==> src/rtl/uart_tx_arbiter_pkg.sv <==
// rtl/uart_tx_arbiter_pkg.sv - shared types for the multi-channel UART transmit arbiter
package uart_tx_arbiter_pkg;

  localparam int UART_DATA_W = 8;
  localparam int MAX_CH      = 8;

  typedef logic [UART_DATA_W-1:0] uart_data_t;

  typedef struct packed {
    logic       last;
    uart_data_t data;
  } arb_entry_t;

  typedef enum logic [2:0] {
    ARB_IDLE,
    ARB_START,
    ARB_SETTLE,
    ARB_WAIT_DONE,
    ARB_HOLD
  } arb_state_t;

  typedef logic [$clog2(MAX_CH)-1:0] chan_id_t;

  function automatic int unsigned rr_next(input int unsigned ch, input int unsigned n);
    return (ch + 1 >= n) ? 0 : ch + 1;
  endfunction

endpackage

==> src/rtl/uart_tx_arbiter_chan_fifo.sv <==
// rtl/uart_tx_arbiter_chan_fifo.sv - show-ahead per-channel FIFO holding {last,data} entries
module uart_tx_chan_fifo #(
  parameter int DEPTH  = 16,
  parameter int DATA_W = 8
) (
  input  logic            clk,
  input  logic            rst,
  input  logic            wr_en,
  input  logic [DATA_W:0] wr_entry,
  input  logic            rd_en,
  output logic [DATA_W:0] head,
  output logic            empty,
  output logic            full,
  output logic            overflow
);

  localparam int AW = $clog2(DEPTH);
  localparam int CW = AW + 1;
  localparam logic [CW-1:0] FULL_CNT = CW'(DEPTH);

  logic [DATA_W:0] mem_q [DEPTH];
  logic [AW-1:0]   wr_ptr_q, rd_ptr_q;
  logic [CW-1:0]   count_q;
  logic            overflow_q;
  logic            do_wr, do_rd;

  assign empty    = (count_q == '0);
  assign full     = (count_q == FULL_CNT);
  assign do_rd    = rd_en && !empty;
  // A pop in the same cycle frees the slot, so a write to a full FIFO still lands.
  assign do_wr    = wr_en && (!full || do_rd);
  assign head     = mem_q[rd_ptr_q];
  assign overflow = overflow_q;

  always_ff @(posedge clk) begin
    if (rst) begin
      wr_ptr_q   <= '0;
      rd_ptr_q   <= '0;
      count_q    <= '0;
      overflow_q <= 1'b0;
    end else begin
      if (do_wr) wr_ptr_q <= wr_ptr_q + AW'(1);
      if (do_rd) rd_ptr_q <= rd_ptr_q + AW'(1);
      if (do_wr && !do_rd)      count_q <= count_q + CW'(1);
      else if (!do_wr && do_rd) count_q <= count_q - CW'(1);
      if (wr_en && !do_wr) overflow_q <= 1'b1;
    end
  end

  always_ff @(posedge clk) begin
    if (do_wr) mem_q[wr_ptr_q] <= wr_entry;
  end

endmodule

==> src/rtl/uart_tx_arbiter.sv <==
// rtl/uart_tx_arbiter.sv - round-robin merge of per-channel byte FIFOs into one UART transmitter
// Packets stay atomic on the granted channel until the byte flagged last is sent or the hold times out.
module uart_tx_arbiter
  import uart_tx_arbiter_pkg::*;
#(
  parameter int NUM_CH       = 4,
  parameter int DEPTH        = 16,
  parameter int DATA_W       = 8,
  parameter int HOLD_TIMEOUT = 1024,
  localparam int GW          = (NUM_CH > 1) ? $clog2(NUM_CH) : 1
) (
  input  logic                     clk,
  input  logic                     rst,
  input  logic [NUM_CH-1:0]        wr_en,
  input  logic [NUM_CH*DATA_W-1:0] wr_data,
  input  logic [NUM_CH-1:0]        wr_last,
  output logic [NUM_CH-1:0]        ch_full,
  output logic [NUM_CH-1:0]        ch_overflow,
  output logic [NUM_CH-1:0]        ch_timeout,
  output logic                     tx_start,
  output logic [DATA_W-1:0]        tx_data,
  input  logic                     tx_busy,
  output logic                     grant_valid,
  output logic [GW-1:0]            grant_ch
);

  localparam int TW = $clog2(HOLD_TIMEOUT) + 1;
  localparam logic [TW-1:0] TMAX   = TW'(HOLD_TIMEOUT - 1);
  localparam logic [GW:0]   NCH_W  = (GW+1)'(NUM_CH);

  arb_state_t          state_q, state_d;
  logic [GW-1:0]       grant_q, grant_d, rr_q, rr_d, pick_ch;
  logic                grant_valid_q, grant_valid_d, last_q, last_d;
  logic                tx_start_q, tx_start_d, pick_found;
  logic [DATA_W-1:0]   tx_data_q, tx_data_d;
  logic [TW-1:0]       timer_q, timer_d;
  logic [NUM_CH-1:0]   timeout_q, timeout_d, empty_w, pop_w;
  logic [DATA_W:0]     head_w [NUM_CH];
  logic [DATA_W:0]     gnt_head_w;
  logic [2*NUM_CH-1:0] rot_w;
  logic [GW:0]         sum_w;

  for (genvar i = 0; i < NUM_CH; i++) begin : g_ch
    uart_tx_chan_fifo #(.DEPTH(DEPTH), .DATA_W(DATA_W)) u_fifo (
      .clk      (clk),
      .rst      (rst),
      .wr_en    (wr_en[i]),
      .wr_entry ({wr_last[i], wr_data[i*DATA_W +: DATA_W]}),
      .rd_en    (pop_w[i]),
      .head     (head_w[i]),
      .empty    (empty_w[i]),
      .full     (ch_full[i]),
      .overflow (ch_overflow[i])
    );
  end

  assign gnt_head_w = head_w[grant_q];
  // Rotate the non-empty mask so bit j corresponds to channel rr+j.
  assign rot_w = {~empty_w, ~empty_w} >> rr_q;

  always_comb begin
    pick_found = 1'b0;
    pick_ch    = '0;
    sum_w      = '0;
    for (int j = NUM_CH - 1; j >= 0; j--) begin
      if (rot_w[j]) begin
        pick_found = 1'b1;
        sum_w      = {1'b0, rr_q} + (GW+1)'(j);
        pick_ch    = (sum_w >= NCH_W) ? GW'(sum_w - NCH_W) : GW'(sum_w);
      end
    end
  end

  always_comb begin
    state_d       = state_q;
    grant_d       = grant_q;
    grant_valid_d = grant_valid_q;
    rr_d          = rr_q;
    timer_d       = timer_q;
    last_d        = last_q;
    tx_start_d    = 1'b0;
    tx_data_d     = tx_data_q;
    timeout_d     = timeout_q;
    pop_w         = '0;
    unique case (state_q)
      ARB_IDLE: begin
        if (!tx_busy && pick_found) begin
          grant_d       = pick_ch;
          grant_valid_d = 1'b1;
          state_d       = ARB_START;
        end
      end
      ARB_START: begin
        tx_start_d = 1'b1;
        tx_data_d  = gnt_head_w[DATA_W-1:0];
        last_d     = gnt_head_w[DATA_W];
        pop_w      = NUM_CH'(1) << grant_q;
        state_d    = ARB_SETTLE;
      end
      // The transmitter raises busy one cycle after start, so busy is not trusted here.
      ARB_SETTLE: state_d = ARB_WAIT_DONE;
      ARB_WAIT_DONE: begin
        if (!tx_busy) begin
          if (last_q) begin
            grant_valid_d = 1'b0;
            rr_d          = GW'(rr_next(32'(grant_q), NUM_CH));
            state_d       = ARB_IDLE;
          end else if (!empty_w[grant_q]) begin
            state_d = ARB_START;
          end else begin
            timer_d = '0;
            state_d = ARB_HOLD;
          end
        end
      end
      ARB_HOLD: begin
        if (!empty_w[grant_q]) begin
          state_d = ARB_START;
        end else if (timer_q == TMAX) begin
          timeout_d     = timeout_q | (NUM_CH'(1) << grant_q);
          grant_valid_d = 1'b0;
          rr_d          = GW'(rr_next(32'(grant_q), NUM_CH));
          state_d       = ARB_IDLE;
        end else begin
          timer_d = timer_q + TW'(1);
        end
      end
      default: state_d = ARB_IDLE;
    endcase
  end

  always_ff @(posedge clk) begin
    if (rst) begin
      state_q       <= ARB_IDLE;
      grant_q       <= '0;
      grant_valid_q <= 1'b0;
      rr_q          <= '0;
      timer_q       <= '0;
      last_q        <= 1'b0;
      tx_start_q    <= 1'b0;
      tx_data_q     <= '0;
      timeout_q     <= '0;
    end else begin
      state_q       <= state_d;
      grant_q       <= grant_d;
      grant_valid_q <= grant_valid_d;
      rr_q          <= rr_d;
      timer_q       <= timer_d;
      last_q        <= last_d;
      tx_start_q    <= tx_start_d;
      tx_data_q     <= tx_data_d;
      timeout_q     <= timeout_d;
    end
  end

  assign tx_start    = tx_start_q;
  assign tx_data     = tx_data_q;
  assign grant_valid = grant_valid_q;
  assign grant_ch    = grant_q;
  assign ch_timeout  = timeout_q;

endmodule

==> config.mk <==
export PLATFORM = sky130hd
export DESIGN_NAME = uart_tx_arbiter
export DESIGN_NICKNAME = d
export VERILOG_FILES = /design/src/rtl/uart_tx_arbiter_pkg.sv /design/src/rtl/uart_tx_arbiter_chan_fifo.sv /design/src/rtl/uart_tx_arbiter.sv
export SDC_FILE = /design/constraint.sdc
export NUM_CORES = 1
export LEC_CHECK = 0
export ABC_AREA = 1
export BUFFER_PORTS_ARGS = -buffer_cell sky130_fd_sc_hd__buf_2
export CORE_AREA = 2 2 212 214
export CTS_CLUSTER_DIAMETER = 80
export DETAILED_ROUTE_END_ITERATION = 12
export DIE_AREA = 0 0 214 216
export HOLD_SLACK_MARGIN = 0.1
export PLACE_DENSITY = 0.84
export SYNTH_ARGS = -nofsm -noshare
export SYNTH_HDL_FRONTEND = slang
export SYNTH_SLANG_ARGS = --single-unit
==> constraint.sdc <==
create_clock -name clk -period 5.86 [get_ports clk]
set_input_delay 0.293 -clock clk [delete_from_list [all_inputs] [get_ports clk]]
set_output_delay 0.293 -clock clk [all_outputs]
set_load 0.005 [all_outputs]
* Word-level counts from Yosys, hierarchy flattened *
Memory sizes are Yosys's and may differ from the RTL's. A register that Yosys moved wholly into a read port is not among the register bits.
Index checks and enable logic that the tools add are counted.

word-level totals
  register bits after elaboration = 89
  memories kept = 4
  input port bits = 43
  logic and storage cells = 211
  output and inout bits = 24
  memory bits (writable) = 576

cells by class
  reductions and logical operators = 59
  equal/unequal tests = 18
  bitwise gates (word level) = 3
  multiplexer cells = 68
  add/subtract/negate cells = 25
  magnitude comparators = 7
  shift-type cells = 2

memory list
  memory                words  bits a word  rd ports  clocked after memory_dff  wr ports  line                             text
  g_ch[0].u_fifo.mem_q  16     9            1         1                         1         uart_tx_arbiter_chan_fifo.sv:21  logic [DATA_W:0] mem_q [DEPTH];
  g_ch[1].u_fifo.mem_q  16     9            1         1                         1         uart_tx_arbiter_chan_fifo.sv:21
  g_ch[2].u_fifo.mem_q  16     9            1         1                         1         uart_tx_arbiter_chan_fifo.sv:21
  g_ch[3].u_fifo.mem_q  16     9            1         1                         1         uart_tx_arbiter_chan_fifo.sv:21

operators with widths
  operator                 number
  $mux W11                 5
  $mux W5                  8
  $mux W4                  9
  $add A4 B1 Y4 const B    8
  $mux W2                  13
  $pmux W11 S2             1
  $logic_and A1 B1 Y1      21
  $add A5 B1 Y5 const B    4
  $eq A5 B5 Y1 const B     4
  $logic_not A5 Y1         4
  $sub A5 B1 Y5 const B    4
  $mux W1                  19
  $bmux W9 S2              1
  $mux W3                  6
  $mux W9                  2
  $logic_not A1 Y1         17
  $ne A2 B2 Y1 const B     8
  $ge A3 B3 Y1 const B     5
  $pmux W3 S5              1
  $reduce_and A6 Y1        2
  $add A11 B1 Y11 const B  1
  $eq A11 B10 Y1 const B   1
  $reduce_bool A2 Y1       5
  $shr A8 B2 Y4            1
  22 further kinds         32

* Logic depth before layout (Yosys ltp) *
  word-level depth = 10
  mapped depth = 18
  mapped depth without buffers = 18

* Modules after synthesis *
From an unflattened synthesis, not the netlist that was laid out.

unflattened totals
  cell total of the unflattened synthesis = 2959
  area, all modules = 29883.7 um^2

by module, submodules not included
  module                              cells an instance  instances  area each (um^2)  seq. area each (um^2)
  uart_tx_chan_fifo (g_ch[0].u_fifo)  648                1          6955.4            4684.5
  uart_tx_chan_fifo (g_ch[1].u_fifo)  647                1          6907.9            4684.5
  uart_tx_chan_fifo (g_ch[2].u_fifo)  647                1          6892.9            4684.5
  uart_tx_chan_fifo (g_ch[3].u_fifo)  647                1          6886.6            4684.5
  uart_tx_arbiter                     370                1          2240.9            660.6

* Worst setup path before layout *
Ideal clock, no wire load.

  path kind = reg-to-reg
  start = register grant_q[1], in the netlist grant_ch[1]
  end = register g_ch[0].u_fifo.count_q[4]
  library setup time = 120 ps
  arrival time = 2552 ps
  required time = 5740 ps
  period minus slack after synthesis = 2671 ps
  setup slack = 3189 ps
  cell stages (with the launch flop) = 18
  buffers on the path = 1
  cell sequence = dfxtp_1 > inv_1 > buf_2 > ha_1 > nand3_4 > nand2_1 > nand2_1 > inv_2 > ha_1 > inv_1 > fa_1 > a21o_1 > a21oi_1 > nor2_1 > nor2_1 > nand2_1 > o21ai_0 > a21oi_1

between the ends
  word-level cells in the longest chain between the ends = 8
  elaborated cells on any way between the ends = 11
  classes of those cells = shift: 1; mux: 2; reduce/logical: 8

RTL lines
  element                       line                             text
  start: declaration            uart_tx_arbiter.sv:32            logic [GW-1:0] grant_q, grant_d, rr_q, rr_d, pick_ch;
  start signal: assignment      uart_tx_arbiter.sv:145           grant_q <= grant_d;
  $shl A1 B2 Y4 (*)             uart_tx_arbiter.sv:97            pop_w = NUM_CH'(1) << grant_q;
  $mux W4 (*)                   uart_tx_arbiter.sv:85            unique case (state_q)
  $logic_and A1 B1 Y1 (*)       uart_tx_arbiter_chan_fifo.sv:29  assign do_rd = rd_en && !empty;
  $logic_or A1 B1 Y1 (*)        uart_tx_arbiter_chan_fifo.sv:31  assign do_wr = wr_en && (!full || do_rd);
  $logic_and A1 B1 Y1 (*)       uart_tx_arbiter_chan_fifo.sv:31
  net g_ch[0].u_fifo.do_wr      uart_tx_arbiter_chan_fifo.sv:25  logic do_wr, do_rd;
  $logic_not A1 Y1              uart_tx_arbiter_chan_fifo.sv:45  else if (!do_wr && do_rd) count_q <= count_q - CW'(1);
  $logic_and A1 B1 Y1           uart_tx_arbiter_chan_fifo.sv:45
  $reduce_bool A2 Y1 (no line)  n/a
  end signal: assignment        uart_tx_arbiter_chan_fifo.sv:44  if (do_wr && !do_rd) count_q <= count_q + CW'(1);
  end signal: assignment        uart_tx_arbiter_chan_fifo.sv:45
  end: declaration              uart_tx_arbiter_chan_fifo.sv:23  logic [CW-1:0] count_q;

The timed path passes the listed nets; every way through them passes the cells marked *.
A chain may end at the register's enable or synchronous reset.

* Final worst setup path *
  start = register grant_q[0], in the netlist grant_ch[0]
  end = register g_ch[2].u_fifo.count_q[4]

between the ends
  word-level cells in the longest chain between the ends = 8
  elaborated cells on any way between the ends = 11
  classes of those cells = shift: 1; mux: 2; reduce/logical: 8

RTL lines
  element                       line
  $shl A1 B2 Y4 (*)             uart_tx_arbiter.sv:97
  $mux W4 (*)                   uart_tx_arbiter.sv:85
  $logic_and A1 B1 Y1 (*)       uart_tx_arbiter_chan_fifo.sv:29
  $logic_or A1 B1 Y1 (*)        uart_tx_arbiter_chan_fifo.sv:31
  $logic_and A1 B1 Y1 (*)       uart_tx_arbiter_chan_fifo.sv:31
  net g_ch[2].u_fifo.do_wr      uart_tx_arbiter_chan_fifo.sv:25
  $logic_not A1 Y1              uart_tx_arbiter_chan_fifo.sv:45
  $logic_and A1 B1 Y1           uart_tx_arbiter_chan_fifo.sv:45
  $reduce_bool A2 Y1 (no line)  n/a
  end signal: assignment        uart_tx_arbiter_chan_fifo.sv:44
  end signal: assignment        uart_tx_arbiter_chan_fifo.sv:45
  end: declaration              uart_tx_arbiter_chan_fifo.sv:23

Marks and branches as above.

==> run summary <==
* 0 — Synthesis Warnings
* 0 ns — final setup TNS
* flop — crit path capture type
* 2719 — synthesized instance count
* 0 — max-capacitance violation count
* finished, final reports clean — run status
* 214 um — die boundary width
* 270.7 MHz — achievable clock frequency
* 21.58% — post-synthesis simple-gate area fraction
* in -> reg — kind of path behind the tightest hold check
* 0.04622 sq mm — Die Footprint
* 6.080 — via density per instance
* 0 — GR Overflow Total
* 89 — maximum number of pins on one net before global-route repair
* 0.01904 ns — Clock Skews
* 41.30 mm — post-detailed-placement half-perimeter wirelength
* 36.6% — clock group share of total power
* 6 — DRT Pass-1 Iters
* 14.6% — combinational cell fraction of total power
* 0 — Final Hold Vio Count
* 3402 — non-filler cells in the finished layout
* 6.33 ns — endpoint required time on the critical path
* 0 — remaining number of nets flagged by the antenna check after routing
* sky130_fd_sc_hd__inv_1 — cell type of the slowest stage on the worst timing path
* 18.02% — normalized max-slew margin
* 4.17 ns — data arrival time of the critical path
* buf_4 > inv_1 > ha_1 > nand3_4 > nand2_1 > nand2_1 > inv_2 > ha_1 > inv_1 > fa_1 > a21o_1 > a21oi_1 > nor2_1 > nor2_1 > nand2_1 > o21ai_0 > a21oi_1 — cells along the critical path
* 17 — number of gates on the worst path with buffers counted
* 0.003087 W — switching power total
* 0.008265 sq mm — area taken by multi-input logic gates
* 19900 — vias in the first global route
* 10.67 sq um — synthesized area divided by synthesized cell count
* 0 — final number of max-transition violations
* 66.84% — sequential element share of the synthesized area
* 2842 — count of nets after finishing
* 27.07% — proportion of total power due to net switching
* 0 — buffers inserted during post-CTS setup optimization
* 0.02948 sq mm — Post-Place Cell Area
* 4.436% — Synth Area in Compound Gates
* 0.06 ns — clock transition at the registers of the reported paths
* 63.05% — fin crit share
* 0.008316 W — cell-internal power
* 9.610% — Area Growth Syn to Fin
* grant_ch[0]$_SDFFE_PP0P_ — worst r2r src
* 2.381 ns — post-place setup slack
* 21 — # hold bufs at CTS
* 17 — count of cells along the worst register-to-register path
* 0% — Async SR Flop Fraction
* sky130_fd_sc_hd__clkbuf_16 — clock root buffer
* 0.02902 sq mm — post-synth design cell area
* 576 — number of synthesized flops with an enable pin
* sky130_fd_sc_hd__nand2_1 (668), sky130_fd_sc_hd__edfxtp_1 (576), sky130_fd_sc_hd__nand3_1 (433) — leading cell types in the layout, fill and taps excluded
* 11.91 nW — Static Leak
* flop — Startpoint Class
* sky130_fd_sc_hd__edfxtp_1 — top flip-flop cell by instance count after synthesis
* 41 — Distinct cells, synth
* 3256 — Inst Count DP
* 2.165 ns — post-route worst setup slack
* 2807 — number of nets produced by synthesis
* 0.03181 sq mm — Post-Layout Inst Area
* 4 — worst path buffer plus inverter count
* yes — clock tree from TritonCTS
* 67 — TritonCTS buffer count
* 0 — initial antenna violation count
* 20.26 um — routed length per instance
* 25 — maximum fanout encountered on the critical timing path
* 0 — count of unresolved DRC violations after routing
* 3.695 ns — post-layout min period
* 2.043% — post-synthesis adder-cell area fraction
* 216 um — DIE HEIGHT
* 2928 — detailed router's first-iteration violation count
* 77 — row count
* buffers and inverters — kind of cell adding the most delay to the critical path
* 0.4225% — share of the synthesized netlist area taken by xor and xnor gates
* 8.615% — proportion of layout cells with a drive suffix above 1
* 358.5 mW/mm^2 — power density cells
* 0 — number of gates resized after cts
* wr_data[17] — Worst Hold Launch
* 20680 — count of vias placed by the detailed router
* 0.3158 mV — maximum vdd drop
* 0% — multiplexer share of the synthesized area
* 107.0 mm — first-pass GRT wire length
* 3 — number of buffers on the longest clock path
* 66 — Port-buffer cells
* 2757 — final-layout fill cell count
* 68.92 mm — total routed wirelength
* simple AND/OR/NAND/NOR gates — dominant combinational cell family by area after synthesis
* 48.7% — register share of total power
* 681 — count of state elements after synthesis
* 66.21% — Initial Util
* 29.63% — GRT Util Overall
* sky130_fd_sc_hd__nand2_1 — most prevalent standard cell on the critical path
* 0.60 ns — delay of the slowest critical-path stage
* sky130_fd_sc_hd__nand2_1 — most frequent standard cell in the layout excluding fill and tap cells
* 1 — hold-critical path depth
* 0.8960 — weighted congestion at the end of routability-driven global placement
* 0 — final number of setup-violating endpoints
* 0.60 ns — worst skew pair latency
* 0.04384 sq mm — placeable core area
* reg -> reg — Setup CP Type
* 0.01940 sq mm — combined flip-flop and latch cell area
* grant_ch[0]$_SDFFE_PP0P_ — Worst setup startpoint
* 67 — total I/O pin count
* false — RSZ-0062 raised after global routing
* 1.228 ns — pin slew with the least headroom to its limit
* 3 — # H-tree levels
* 681 — total number of clock tree sinks
[power by group through the flow]
stage | Sequential [W] | Clock, W | Combinational (W)
2_1_floorplan | 0.00560 | 0 | 0.00119
3_3_place_gp | 0.00564 | 0 | 0.00152
3_5_place_dp | 0.00565 | 0 | 0.00160
4_1_cts | 0.00555 | 0.00419 | 0.00164
5_1_grt | 0.00557 | 0.00438 | 0.00184
6_report | 0.00556 | 0.00417 | 0.00167
[cell families (layout without fill, tap and decap cells)]
kind of cell | Yosys count | after routing
buf+inv | 305 | 395
fa+ha+maj | 45 | 45
other cells | 0 | 1
simple gates | 1446 | 1446
xor+xnor | 14 | 14
flops | 681 | 681
compound gates | 228 | 228
[through the flow]
step	hold WS (ns)	utilization (%)	power (W)
floorplan	0.3919	-	0.006797
global placement	0.4338	67.24	0.007159
detailed placement	0.4403	67.24	0.007253
CTS	0.1005	72.56	0.01138
global route	0.1233	72.56	0.01179
finish	0.1214	72.57	0.01140
[worst register-to-register path, cell delays in order, from the launching register on]
cell and delay [ns]:
sky130_fd_sc_hd__dfxtp_1 0.30, sky130_fd_sc_hd__buf_4 0.20, sky130_fd_sc_hd__inv_1 0.60, sky130_fd_sc_hd__ha_1 0.37
sky130_fd_sc_hd__nand3_4 0.13, sky130_fd_sc_hd__nand2_1 0.08, sky130_fd_sc_hd__nand2_1 0.11, sky130_fd_sc_hd__inv_2 0.14
sky130_fd_sc_hd__ha_1 0.22, sky130_fd_sc_hd__inv_1 0.11, sky130_fd_sc_hd__fa_1 0.42, sky130_fd_sc_hd__a21o_1 0.18
sky130_fd_sc_hd__a21oi_1 0.18, sky130_fd_sc_hd__nor2_1 0.06, sky130_fd_sc_hd__nor2_1 0.10, sky130_fd_sc_hd__nand2_1 0.09
sky130_fd_sc_hd__o21ai_0 0.20, sky130_fd_sc_hd__a21oi_1 0.08
[path summary, 6_finish.rpt]
check / end / slack (ns)
worst max-delay path: g_ch[2].u_fifo.count_q[4]$_SDFFE_PP0P_ / 2.17
worst min-delay path: g_ch[2].u_fifo.mem_q[12][1]$_DFFE_PP_ / 0.12
worst max register to register: g_ch[2].u_fifo.count_q[4]$_SDFFE_PP0P_ / 2.17
worst min register to register: g_ch[3].u_fifo.overflow$_SDFFE_PP0P_ / 0.45
[synthesized netlist by cell type (5+ instances only)]
cell	n	area [sq um]
sky130_fd_sc_hd__o211ai_1	31	232.7
sky130_fd_sc_hd__inv_1	145	544.3
sky130_fd_sc_hd__nand2_1	668	2507
sky130_fd_sc_hd__nand3_2	11	110.1
sky130_fd_sc_hd__buf_4	25	187.7
sky130_fd_sc_hd__clkbuf_1	44	165.2
sky130_fd_sc_hd__nand3_1	433	2167
sky130_fd_sc_hd__dfxtp_1	105	2102
sky130_fd_sc_hd__nor3_1	5	25.02
sky130_fd_sc_hd__xnor2_1	6	52.55
sky130_fd_sc_hd__buf_1	5	18.77
sky130_fd_sc_hd__o21a_1	9	67.56
sky130_fd_sc_hd__nand4_1	9	56.30
sky130_fd_sc_hd__clkinv_1	9	33.78
sky130_fd_sc_hd__ha_1	41	513.0
sky130_fd_sc_hd__inv_2	16	60.06
sky130_fd_sc_hd__buf_2	52	260.3
sky130_fd_sc_hd__nor2_1	284	1066
sky130_fd_sc_hd__xor2_1	8	70.07
sky130_fd_sc_hd__nand2_2	9	56.30
sky130_fd_sc_hd__a21oi_1	51	255.2
sky130_fd_sc_hd__edfxtp_1	576	17300
sky130_fd_sc_hd__nor2_2	9	56.30
sky130_fd_sc_hd__o21ai_0	97	485.5
sky130_fd_sc_hd__nor2_4	5	56.30
sky130_fd_sc_hd__a21o_1	5	37.54
sky130_fd_sc_hd__o21ai_1	25	125.1
sky130_fd_sc_hd__nand3_4	5	87.58
[flip-flops by register name, summed over array words and instances, names as in the netlist, named ones only]
signal	flops
ch_timeout	4
g_ch.u_fifo.count_q	20
g_ch.u_fifo.mem_q	576
g_ch.u_fifo.overflow	4
g_ch.u_fifo.rd_ptr_q	16
g_ch.u_fifo.wr_ptr_q	16
grant_ch	2
grant_valid	1
last_q	1
rr_q	2
state_q	3
timer_q	11
tx_data	8
tx_start	1
[per-layer routing]
layer / global-route usage [%] / part of all wire (%) / routed length, um
met2: 49.02 / 49 / 33590
met4: 12.12 / 3.7 / 2565
met1: 38.98 / 37 / 25520
met3: 5.652 / 11 / 7252
met5: 0 / 0 / 0
[final cells by class]
type / instances / area share, %
sequential: 681 / 60.99
multi-input combinational: 1733 / 25.98
clock buffer: 98 / 6.022
tap: 592 / 2.328
inverter: 174 / 2.081
timing repair buffer: 97 / 1.935
clock inverter: 26 / 0.6490
antenna: 1 / 0.007866
No activity file was read; power rests on OpenSTA's default activity.
